### config.mk
export PLATFORM = sky130hd
export DESIGN_NAME = pipeline_hazard_ctrl_flat
export DESIGN_NICKNAME = d
export VERILOG_FILES = /design/src/rtl/hazard_pkg.sv /design/src/rtl/pipeline_hazard_ctrl_if.sv /design/src/rtl/hazard_sat_counter.sv /design/src/rtl/pipeline_hazard_ctrl.sv /design/src/flat_wrapper.sv
export SDC_FILE = /design/constraint.sdc
export NUM_CORES = 1
export LEC_CHECK = 0
export ABC_CLOCK_PERIOD_IN_PS = 2000
export CAP_MARGIN = 20
export CORE_AREA = 4 4 53 55
export DETAILED_ROUTE_END_ITERATION = 8
export DIE_AREA = 0 0 57 59
export HOLD_SLACK_MARGIN = 0.02
export PLACE_DENSITY = 0.84
export SYNTH_ARGS = -nofsm -noshare
export SYNTH_HDL_FRONTEND = slang
export SYNTH_SLANG_ARGS = --single-unit
### constraint.sdc
create_clock -name clk -period 2 [get_ports clk]
set_input_delay 0.6 -clock clk [delete_from_list [all_inputs] [get_ports clk]]
set_output_delay 0.6 -clock clk [all_outputs]
set_load 0.1 [all_outputs]
### src/rtl/hazard_pkg.sv
// Shared types for the pipeline hazard controller.
// FSM state encoding and default memory-wait limit.
package hazard_pkg;

  typedef enum logic [1:0] {
    RUN      = 2'd0,
    MEM_WAIT = 2'd1,
    ERR      = 2'd2
  } hz_state_t;

  localparam int HZ_MEM_WAIT_MAX = 15;

endpackage

### src/rtl/pipeline_hazard_ctrl_if.sv
// Datapath <-> hazard controller bundle.
// master = datapath side, slave = controller side.
interface pipeline_hazard_ctrl_if #(
  parameter int REG_ADDR_LEN = 3,
  parameter int CNT_W        = 16
);

  logic [REG_ADDR_LEN-1:0] ID_rs1;
  logic [REG_ADDR_LEN-1:0] ID_rs2;
  logic [REG_ADDR_LEN-1:0] PR2_rd;
  logic ID_uses_rs1;
  logic ID_uses_rs2;
  logic PR2_MEM_read;
  logic PR2_RF_write_en;
  logic EX_branch_taken;
  logic PR3_MEM_read;
  logic PR3_MEM_write;
  logic mem_ready;

  logic pc_en;
  logic PR1_en;
  logic PR2_en;
  logic PR3_en;
  logic PR1_flush;
  logic PR2_flush;
  logic PR4_bubble;
  logic mem_timeout;
  logic [CNT_W-1:0] stall_cycles;
  logic [CNT_W-1:0] flush_count;

  modport master (
    output ID_rs1, ID_rs2, PR2_rd,
    output ID_uses_rs1, ID_uses_rs2,
    output PR2_MEM_read, PR2_RF_write_en,
    output EX_branch_taken,
    output PR3_MEM_read, PR3_MEM_write,
    output mem_ready,
    input  pc_en, PR1_en, PR2_en, PR3_en,
    input  PR1_flush, PR2_flush, PR4_bubble,
    input  mem_timeout,
    input  stall_cycles, flush_count
  );

  modport slave (
    input  ID_rs1, ID_rs2, PR2_rd,
    input  ID_uses_rs1, ID_uses_rs2,
    input  PR2_MEM_read, PR2_RF_write_en,
    input  EX_branch_taken,
    input  PR3_MEM_read, PR3_MEM_write,
    input  mem_ready,
    output pc_en, PR1_en, PR2_en, PR3_en,
    output PR1_flush, PR2_flush, PR4_bubble,
    output mem_timeout,
    output stall_cycles, flush_count
  );

endinterface

### src/rtl/hazard_sat_counter.sv
// Saturating up-counter used for hazard performance statistics.
module hazard_sat_counter #(
  parameter int W = 16
) (
  input  logic         clk,
  input  logic         rst_n,
  input  logic         i_inc,
  output logic [W-1:0] o_cnt
);

  logic [W-1:0] r_cnt;

  always_ff @(posedge clk or negedge rst_n) begin
    if (!rst_n) begin
      r_cnt <= '0;
    end else if (i_inc && (r_cnt != '1)) begin
      r_cnt <= r_cnt + 1'b1;
    end
  end

  assign o_cnt = r_cnt;

endmodule

### src/rtl/pipeline_hazard_ctrl.sv
// Load-use / branch / memory-wait hazard controller for the 5-stage core.
// Perf counters built only with `HAZARD_PERF_CNT_EN defined.
module pipeline_hazard_ctrl
  import hazard_pkg::*;
#(
  parameter int REG_ADDR_LEN = 3,
  parameter int MEM_WAIT_MAX = HZ_MEM_WAIT_MAX,
  parameter int CNT_W        = 16
) (
  input logic                   clk,
  input logic                   rst,
  pipeline_hazard_ctrl_if.slave hz
);

  localparam int WAIT_W = $clog2(MEM_WAIT_MAX + 1);

  hz_state_t r_state;
  hz_state_t w_state_nxt;
  logic [WAIT_W-1:0] r_wait_cnt;
  logic [WAIT_W-1:0] w_wait_nxt;
  logic r_timeout;
  logic w_to_err;

  logic [REG_ADDR_LEN-1:0] w_rd;
  logic w_mem_busy;
  logic w_hit1;
  logic w_hit2;
  logic w_load_use;

  logic w_pc_en;
  logic w_pr1_en;
  logic w_pr2_en;
  logic w_pr3_en;
  logic w_f1;
  logic w_f2;
  logic w_bub;

  assign w_rd = hz.PR2_rd;
  assign w_mem_busy = (hz.PR3_MEM_read | hz.PR3_MEM_write)
                    & ~hz.mem_ready;
  assign w_hit1 = hz.ID_uses_rs1 & (hz.ID_rs1 == w_rd);
  assign w_hit2 = hz.ID_uses_rs2 & (hz.ID_rs2 == w_rd);
  assign w_load_use = hz.PR2_MEM_read & hz.PR2_RF_write_en
                    & (w_rd != '0) & (w_hit1 | w_hit2);

  always_comb begin
    w_state_nxt = r_state;
    w_wait_nxt  = r_wait_cnt;
    w_to_err    = 1'b0;
    w_pc_en     = 1'b0;
    w_pr1_en    = 1'b0;
    w_pr2_en    = 1'b0;
    w_pr3_en    = 1'b0;
    w_f1        = 1'b0;
    w_f2        = 1'b0;
    w_bub       = 1'b0;
    if (rst) begin
      if (r_state == ERR) begin
        w_bub = 1'b1;
      end else if (w_mem_busy) begin
        w_bub = 1'b1;
        if (r_wait_cnt == WAIT_W'(MEM_WAIT_MAX - 1)) begin
          w_state_nxt = ERR;
          w_to_err    = 1'b1;
        end else begin
          w_state_nxt = MEM_WAIT;
          w_wait_nxt  = r_wait_cnt + 1'b1;
        end
      end else begin
        // MEM_WAIT with ready behaves as RUN this cycle
        w_state_nxt = RUN;
        w_wait_nxt  = '0;
        w_pc_en     = 1'b1;
        w_pr1_en    = 1'b1;
        w_pr2_en    = 1'b1;
        w_pr3_en    = 1'b1;
        if (hz.EX_branch_taken) begin
          w_f1 = 1'b1;
          w_f2 = 1'b1;
        end else if (w_load_use) begin
          w_pc_en  = 1'b0;
          w_pr1_en = 1'b0;
          w_f2     = 1'b1;
        end
      end
    end
  end

  always_ff @(posedge clk or negedge rst) begin
    if (!rst) begin
      r_state    <= RUN;
      r_wait_cnt <= '0;
      r_timeout  <= 1'b0;
    end else begin
      r_state    <= w_state_nxt;
      r_wait_cnt <= w_wait_nxt;
      r_timeout  <= r_timeout | w_to_err;
    end
  end

  assign hz.pc_en       = w_pc_en;
  assign hz.PR1_en      = w_pr1_en;
  assign hz.PR2_en      = w_pr2_en;
  assign hz.PR3_en      = w_pr3_en;
  assign hz.PR1_flush   = w_f1;
  assign hz.PR2_flush   = w_f2;
  assign hz.PR4_bubble  = w_bub;
  assign hz.mem_timeout = r_timeout;

`ifdef HAZARD_PERF_CNT_EN
  logic [CNT_W-1:0] w_stall_cnt;
  logic [CNT_W-1:0] w_flush_cnt;

  hazard_sat_counter #(.W(CNT_W)) u_stall_cnt (
    .clk   (clk),
    .rst_n (rst),
    .i_inc (~w_pc_en),
    .o_cnt (w_stall_cnt)
  );

  hazard_sat_counter #(.W(CNT_W)) u_flush_cnt (
    .clk   (clk),
    .rst_n (rst),
    .i_inc (w_f1),
    .o_cnt (w_flush_cnt)
  );

  assign hz.stall_cycles = w_stall_cnt;
  assign hz.flush_count  = w_flush_cnt;
`else
  assign hz.stall_cycles = {CNT_W{1'b0}};
  assign hz.flush_count  = {CNT_W{1'b0}};
`endif

endmodule

### src/flat_wrapper.sv
// flat-port wrapper written by rule: the top's interface ports become plain ports
module pipeline_hazard_ctrl_flat import hazard_pkg::*;
#(
  parameter int REG_ADDR_LEN = 3,
  parameter int MEM_WAIT_MAX = HZ_MEM_WAIT_MAX,
  parameter int CNT_W        = 16
)
  (clk, rst, hz_ID_rs1, hz_ID_rs2, hz_PR2_rd, hz_ID_uses_rs1, hz_ID_uses_rs2, hz_PR2_MEM_read, hz_PR2_RF_write_en, hz_EX_branch_taken, hz_PR3_MEM_read, hz_PR3_MEM_write, hz_mem_ready, hz_pc_en, hz_PR1_en, hz_PR2_en, hz_PR3_en, hz_PR1_flush, hz_PR2_flush, hz_PR4_bubble, hz_mem_timeout, hz_stall_cycles, hz_flush_count);
  pipeline_hazard_ctrl_if #(.REG_ADDR_LEN(REG_ADDR_LEN), .CNT_W(CNT_W)) hz_i ();
  input logic clk;
  input logic rst;
  input wire logic [$bits(hz_i.ID_rs1)-1:0] hz_ID_rs1;
  input wire logic [$bits(hz_i.ID_rs2)-1:0] hz_ID_rs2;
  input wire logic [$bits(hz_i.PR2_rd)-1:0] hz_PR2_rd;
  input wire logic [$bits(hz_i.ID_uses_rs1)-1:0] hz_ID_uses_rs1;
  input wire logic [$bits(hz_i.ID_uses_rs2)-1:0] hz_ID_uses_rs2;
  input wire logic [$bits(hz_i.PR2_MEM_read)-1:0] hz_PR2_MEM_read;
  input wire logic [$bits(hz_i.PR2_RF_write_en)-1:0] hz_PR2_RF_write_en;
  input wire logic [$bits(hz_i.EX_branch_taken)-1:0] hz_EX_branch_taken;
  input wire logic [$bits(hz_i.PR3_MEM_read)-1:0] hz_PR3_MEM_read;
  input wire logic [$bits(hz_i.PR3_MEM_write)-1:0] hz_PR3_MEM_write;
  input wire logic [$bits(hz_i.mem_ready)-1:0] hz_mem_ready;
  output wire logic [$bits(hz_i.pc_en)-1:0] hz_pc_en;
  output wire logic [$bits(hz_i.PR1_en)-1:0] hz_PR1_en;
  output wire logic [$bits(hz_i.PR2_en)-1:0] hz_PR2_en;
  output wire logic [$bits(hz_i.PR3_en)-1:0] hz_PR3_en;
  output wire logic [$bits(hz_i.PR1_flush)-1:0] hz_PR1_flush;
  output wire logic [$bits(hz_i.PR2_flush)-1:0] hz_PR2_flush;
  output wire logic [$bits(hz_i.PR4_bubble)-1:0] hz_PR4_bubble;
  output wire logic [$bits(hz_i.mem_timeout)-1:0] hz_mem_timeout;
  output wire logic [$bits(hz_i.stall_cycles)-1:0] hz_stall_cycles;
  output wire logic [$bits(hz_i.flush_count)-1:0] hz_flush_count;
  assign hz_i.ID_rs1 = hz_ID_rs1;
  assign hz_i.ID_rs2 = hz_ID_rs2;
  assign hz_i.PR2_rd = hz_PR2_rd;
  assign hz_i.ID_uses_rs1 = hz_ID_uses_rs1;
  assign hz_i.ID_uses_rs2 = hz_ID_uses_rs2;
  assign hz_i.PR2_MEM_read = hz_PR2_MEM_read;
  assign hz_i.PR2_RF_write_en = hz_PR2_RF_write_en;
  assign hz_i.EX_branch_taken = hz_EX_branch_taken;
  assign hz_i.PR3_MEM_read = hz_PR3_MEM_read;
  assign hz_i.PR3_MEM_write = hz_PR3_MEM_write;
  assign hz_i.mem_ready = hz_mem_ready;
  assign hz_pc_en = hz_i.pc_en;
  assign hz_PR1_en = hz_i.PR1_en;
  assign hz_PR2_en = hz_i.PR2_en;
  assign hz_PR3_en = hz_i.PR3_en;
  assign hz_PR1_flush = hz_i.PR1_flush;
  assign hz_PR2_flush = hz_i.PR2_flush;
  assign hz_PR4_bubble = hz_i.PR4_bubble;
  assign hz_mem_timeout = hz_i.mem_timeout;
  assign hz_stall_cycles = hz_i.stall_cycles;
  assign hz_flush_count = hz_i.flush_count;
  pipeline_hazard_ctrl #(.REG_ADDR_LEN(REG_ADDR_LEN), .MEM_WAIT_MAX(MEM_WAIT_MAX), .CNT_W(CNT_W)) u_core (.clk(clk), .rst(rst), .hz(hz_i));
endmodule
==> summary.md <==
| Metric | Value |
|---|---|
| Final core occ | `49.8%` |
| Crit start category | `primary input` |
| Cells after DPL | `141` |
| Final cell count without fillers | `149` |
| WP data required | `1.40 ns` |
| GRT Total Usage | `9.79%` |
| FILL cells | `203` |
| Leakage power | `0.582 nW` |
| Final period util | `109%` |
| Final Skew | `0.0107 ns` |
| Max VDD drop | `0.538 mV` |
| Fmax | `0.458 GHz` |
| Share of cells above drive strength 1 | `40.3%` |
| Row cnt | `18` |
| Average wire per standard cell | `11.2 um` |
| Final #Nets | `141` |
| Critical path depth | `6` |
| Critical path peak fanout | `3` |
| Clk_lat worst skew | `0.25 ns` |
| Final Critical Period | `2.18 ns` |
| Number of flops mapped to enable cells by yosys | `0` |
| Final Hold Vio Count | `0` |
| Crit-path leading delay family | `compound AO/OA/AOI/OAI gates` |
| Primary FF master, synth | `dfrtp_1` |
| Slew Viols, Final | `0` |
| TritonCTS clock tree | `built` |
| First-pass GRT wire length | `2620 um` |
| Largest net degree at the start of global routing | `12` |
| Final HPWL DP | `1360 um` |
| GRT overflow | `0` |
| CTS buffer count | `3` |
| Setup CP Type | `primary input to output pin` |
| DR vias | `607` |
| Cell depth of the worst flop-to-flop path | `6` |
| DRC viols | `0` |
| Vias per std cell | `4.07` |
| Failing checks | `setup timing` |
| Synth Register Bits | `7` |
| Clk slew on worst S/H paths | `0.06 ns` |
| Post-synth cell types | `28` |
| FFs w/ async S/R, synth | `100%` |
| Hold crit path type | `primary input to async pin` |
| Total wire length | `1680 um` |
| Die height | `59 um` |
| Die Wd | `57 um` |
| Setup Viol. Count Final | `5` |
| Outcome | `complete, but fails checks` |
| Crit path buffers/inverters | `3` |
| RSZ-0062 raised after global routing | `yes` |
| Crit path cell chain | `buf_8 -> o311ai_4 -> a21oi_2 -> buf_4 -> a21boi_4 -> buf_12` |
| Hold Buf Count CTS | `0` |
| Storage cell area | `175 um^2` |
| Gp weighted congestion | `0.752` |
| DIE AREA | `3360 um^2` |
| # diodes | `0` |
| Core Area | `2390 um^2` |
| Mapped Area | `754 um^2` |
| CTS sink count | `7` |
| Initial antenna violation count | `0` |
| Final ANT Viol Nets | `0` |
| Area of the multi-input gates | `512 um^2` |
| CP peak stage delay | `0.28 ns` |
| Power Density | `792 nW/um^2` |
| Cells after Synth | `84` |
| Post-synthesis sequential area ratio | `23.2%` |
| I/O Pins | `59` |
| Clk root buf | `clkbuf_4` |
| Critical Path AT | `1.58 ns` |
| Yosys warns | `0` |
| P&R area growth vs syn | `57.7%` |
| CTS Buffer Depth | `2` |
| Starting Density | `31.6%` |
| H-tree levels | `1` |
| Syn Area/Cell | `8.98 um^2` |
| Vias in the first global route | `604` |
| Max cap viols | `0` |
| CP max-delay cell | `o311ai_4` |
| Setup crit end kind | `output pin` |
| Drt first-iter violations | `6` |
| Port bufs | `26` |
| Fin worst setup slack | `-0.185 ns` |
| DRT Pass-1 Iters | `2` |
## logic make-up (layout without fill, tap and decap cells)
group,Yosys count,after routing,share of synthesized area [%]
adder cells (fa/ha/maj),2,2,3.32
buffers and inverters,38,42,35.8
flip-flops,7,7,23.2
XOR/XNOR,6,6,6.97
AND/OR/NAND/NOR,15,15,14.3
other,1,32,0.497
AO/OA/AOI/OAI,15,15,15.9
## metal layers
metal	wire (um)	track usage, %	part of all wire [%]
met1	556	9.63	33
met4	8	4.97	0.48
met5	0	0	0
met2	857	18.4	51
met3	253	3.05	15
## Yosys cell counts, types with 2 or more instances
master,n,area share (%)
o21a_1,2,2.0
ha_1,2,3.3
nand4_1,2,1.7
inv_1,4,2.0
nand2_1,3,1.5
xnor2_1,6,7.0
a21oi_1,2,1.3
buf_4,34,34
o21ai_0,3,2.0
dfrtp_1,7,23
nor2_1,2,1.0
## final cells by class
class	count	share of cell area, %
Inverter	4	1.26
Multi-Input combinational cell	70	43.0
Sequential cell	7	14.7
Timing Repair Buffer	34	35.6
Clock buffer	4	2.21
Tap cell	30	3.15
## power breakdown
group          switching, mW  internal (mW)  total (mW)
sequential            0.0225          0.164       0.186
combinational          0.464          0.167       0.631
clock                 0.0490         0.0760       0.125
total                  0.536          0.406       0.942
## cells in the final DEF, fill, tap and decap left out, types with 2 or more instances in the layout
master / n
buf_12: 9
buf_4: 6
buf_6: 11
clkbuf_4: 3
conb_1: 32
dfrtp_1: 7
dlygate4sd2_1: 5
ha_1: 2
inv_1: 4
nand2_1: 3
nand4_1: 2
nor2_1: 2
o21a_1: 2
o21ai_0: 3
xnor2_1: 2
xnor2_2: 4
## state kept, by name, indices dropped and copies added, names as in the netlist
register	count
u_core.hz.mem_timeout	1
u_core.r_wait_cnt	4
u_core.r_state	2
## worst paths after layout
kind / start / to / slack, ns
max in group asynchronous: rst / u_core.hz.mem_timeout / 1.38
worst min-delay path: rst / u_core.r_wait_cnt[1] / 0.47
worst min register to register: u_core.r_wait_cnt[1] / u_core.r_wait_cnt[1] / 0.54
worst max register to register: u_core.r_wait_cnt[0] / u_core.r_wait_cnt[2] / 0.61
min in group clk: u_core.r_wait_cnt[1] / u_core.r_wait_cnt[1] / 0.54
worst max-delay path: hz_PR2_rd[2] / hz_PR1_en / -0.18
## metrics by stage
| stage | setup slack, ns | cell area (um^2) | TNS, ns | total power [mW] | hold WS, ns |
|---|---|---|---|---|---|
| after global routing | -0.219 | 1190 | -0.816 | 0.980 | 0.484 |
| after global placement | -0.673 | 1040 | -3.18 | 0.774 | 0.498 |
| after floorplan | -0.761 | 905 | -2.57 | 0.703 | 0.304 |
| after detailed placement | -0.702 | 1040 | -3.43 | 0.783 | 0.513 |
| final | -0.185 | 1190 | -0.628 | 0.942 | 0.471 |
| after CTS | -0.171 | 1180 | -0.502 | 0.946 | 0.460 |
## tightest hold or removal path: stages
cell	delay [ns]
clkdlybuf4s15_2	0.20
buf_6	0.10
buf_4	0.17
## what timing repair did
| action | CTS | global route |
|---|---|---|
| setup endpoints to repair | 7 | 6 |
| gates resized for setup | 82 | 3 |
| pin swaps | 14 | 3 |
| buffers inserted | 4 | 1 |
No activity file was read; power rests on OpenSTA's default activity.
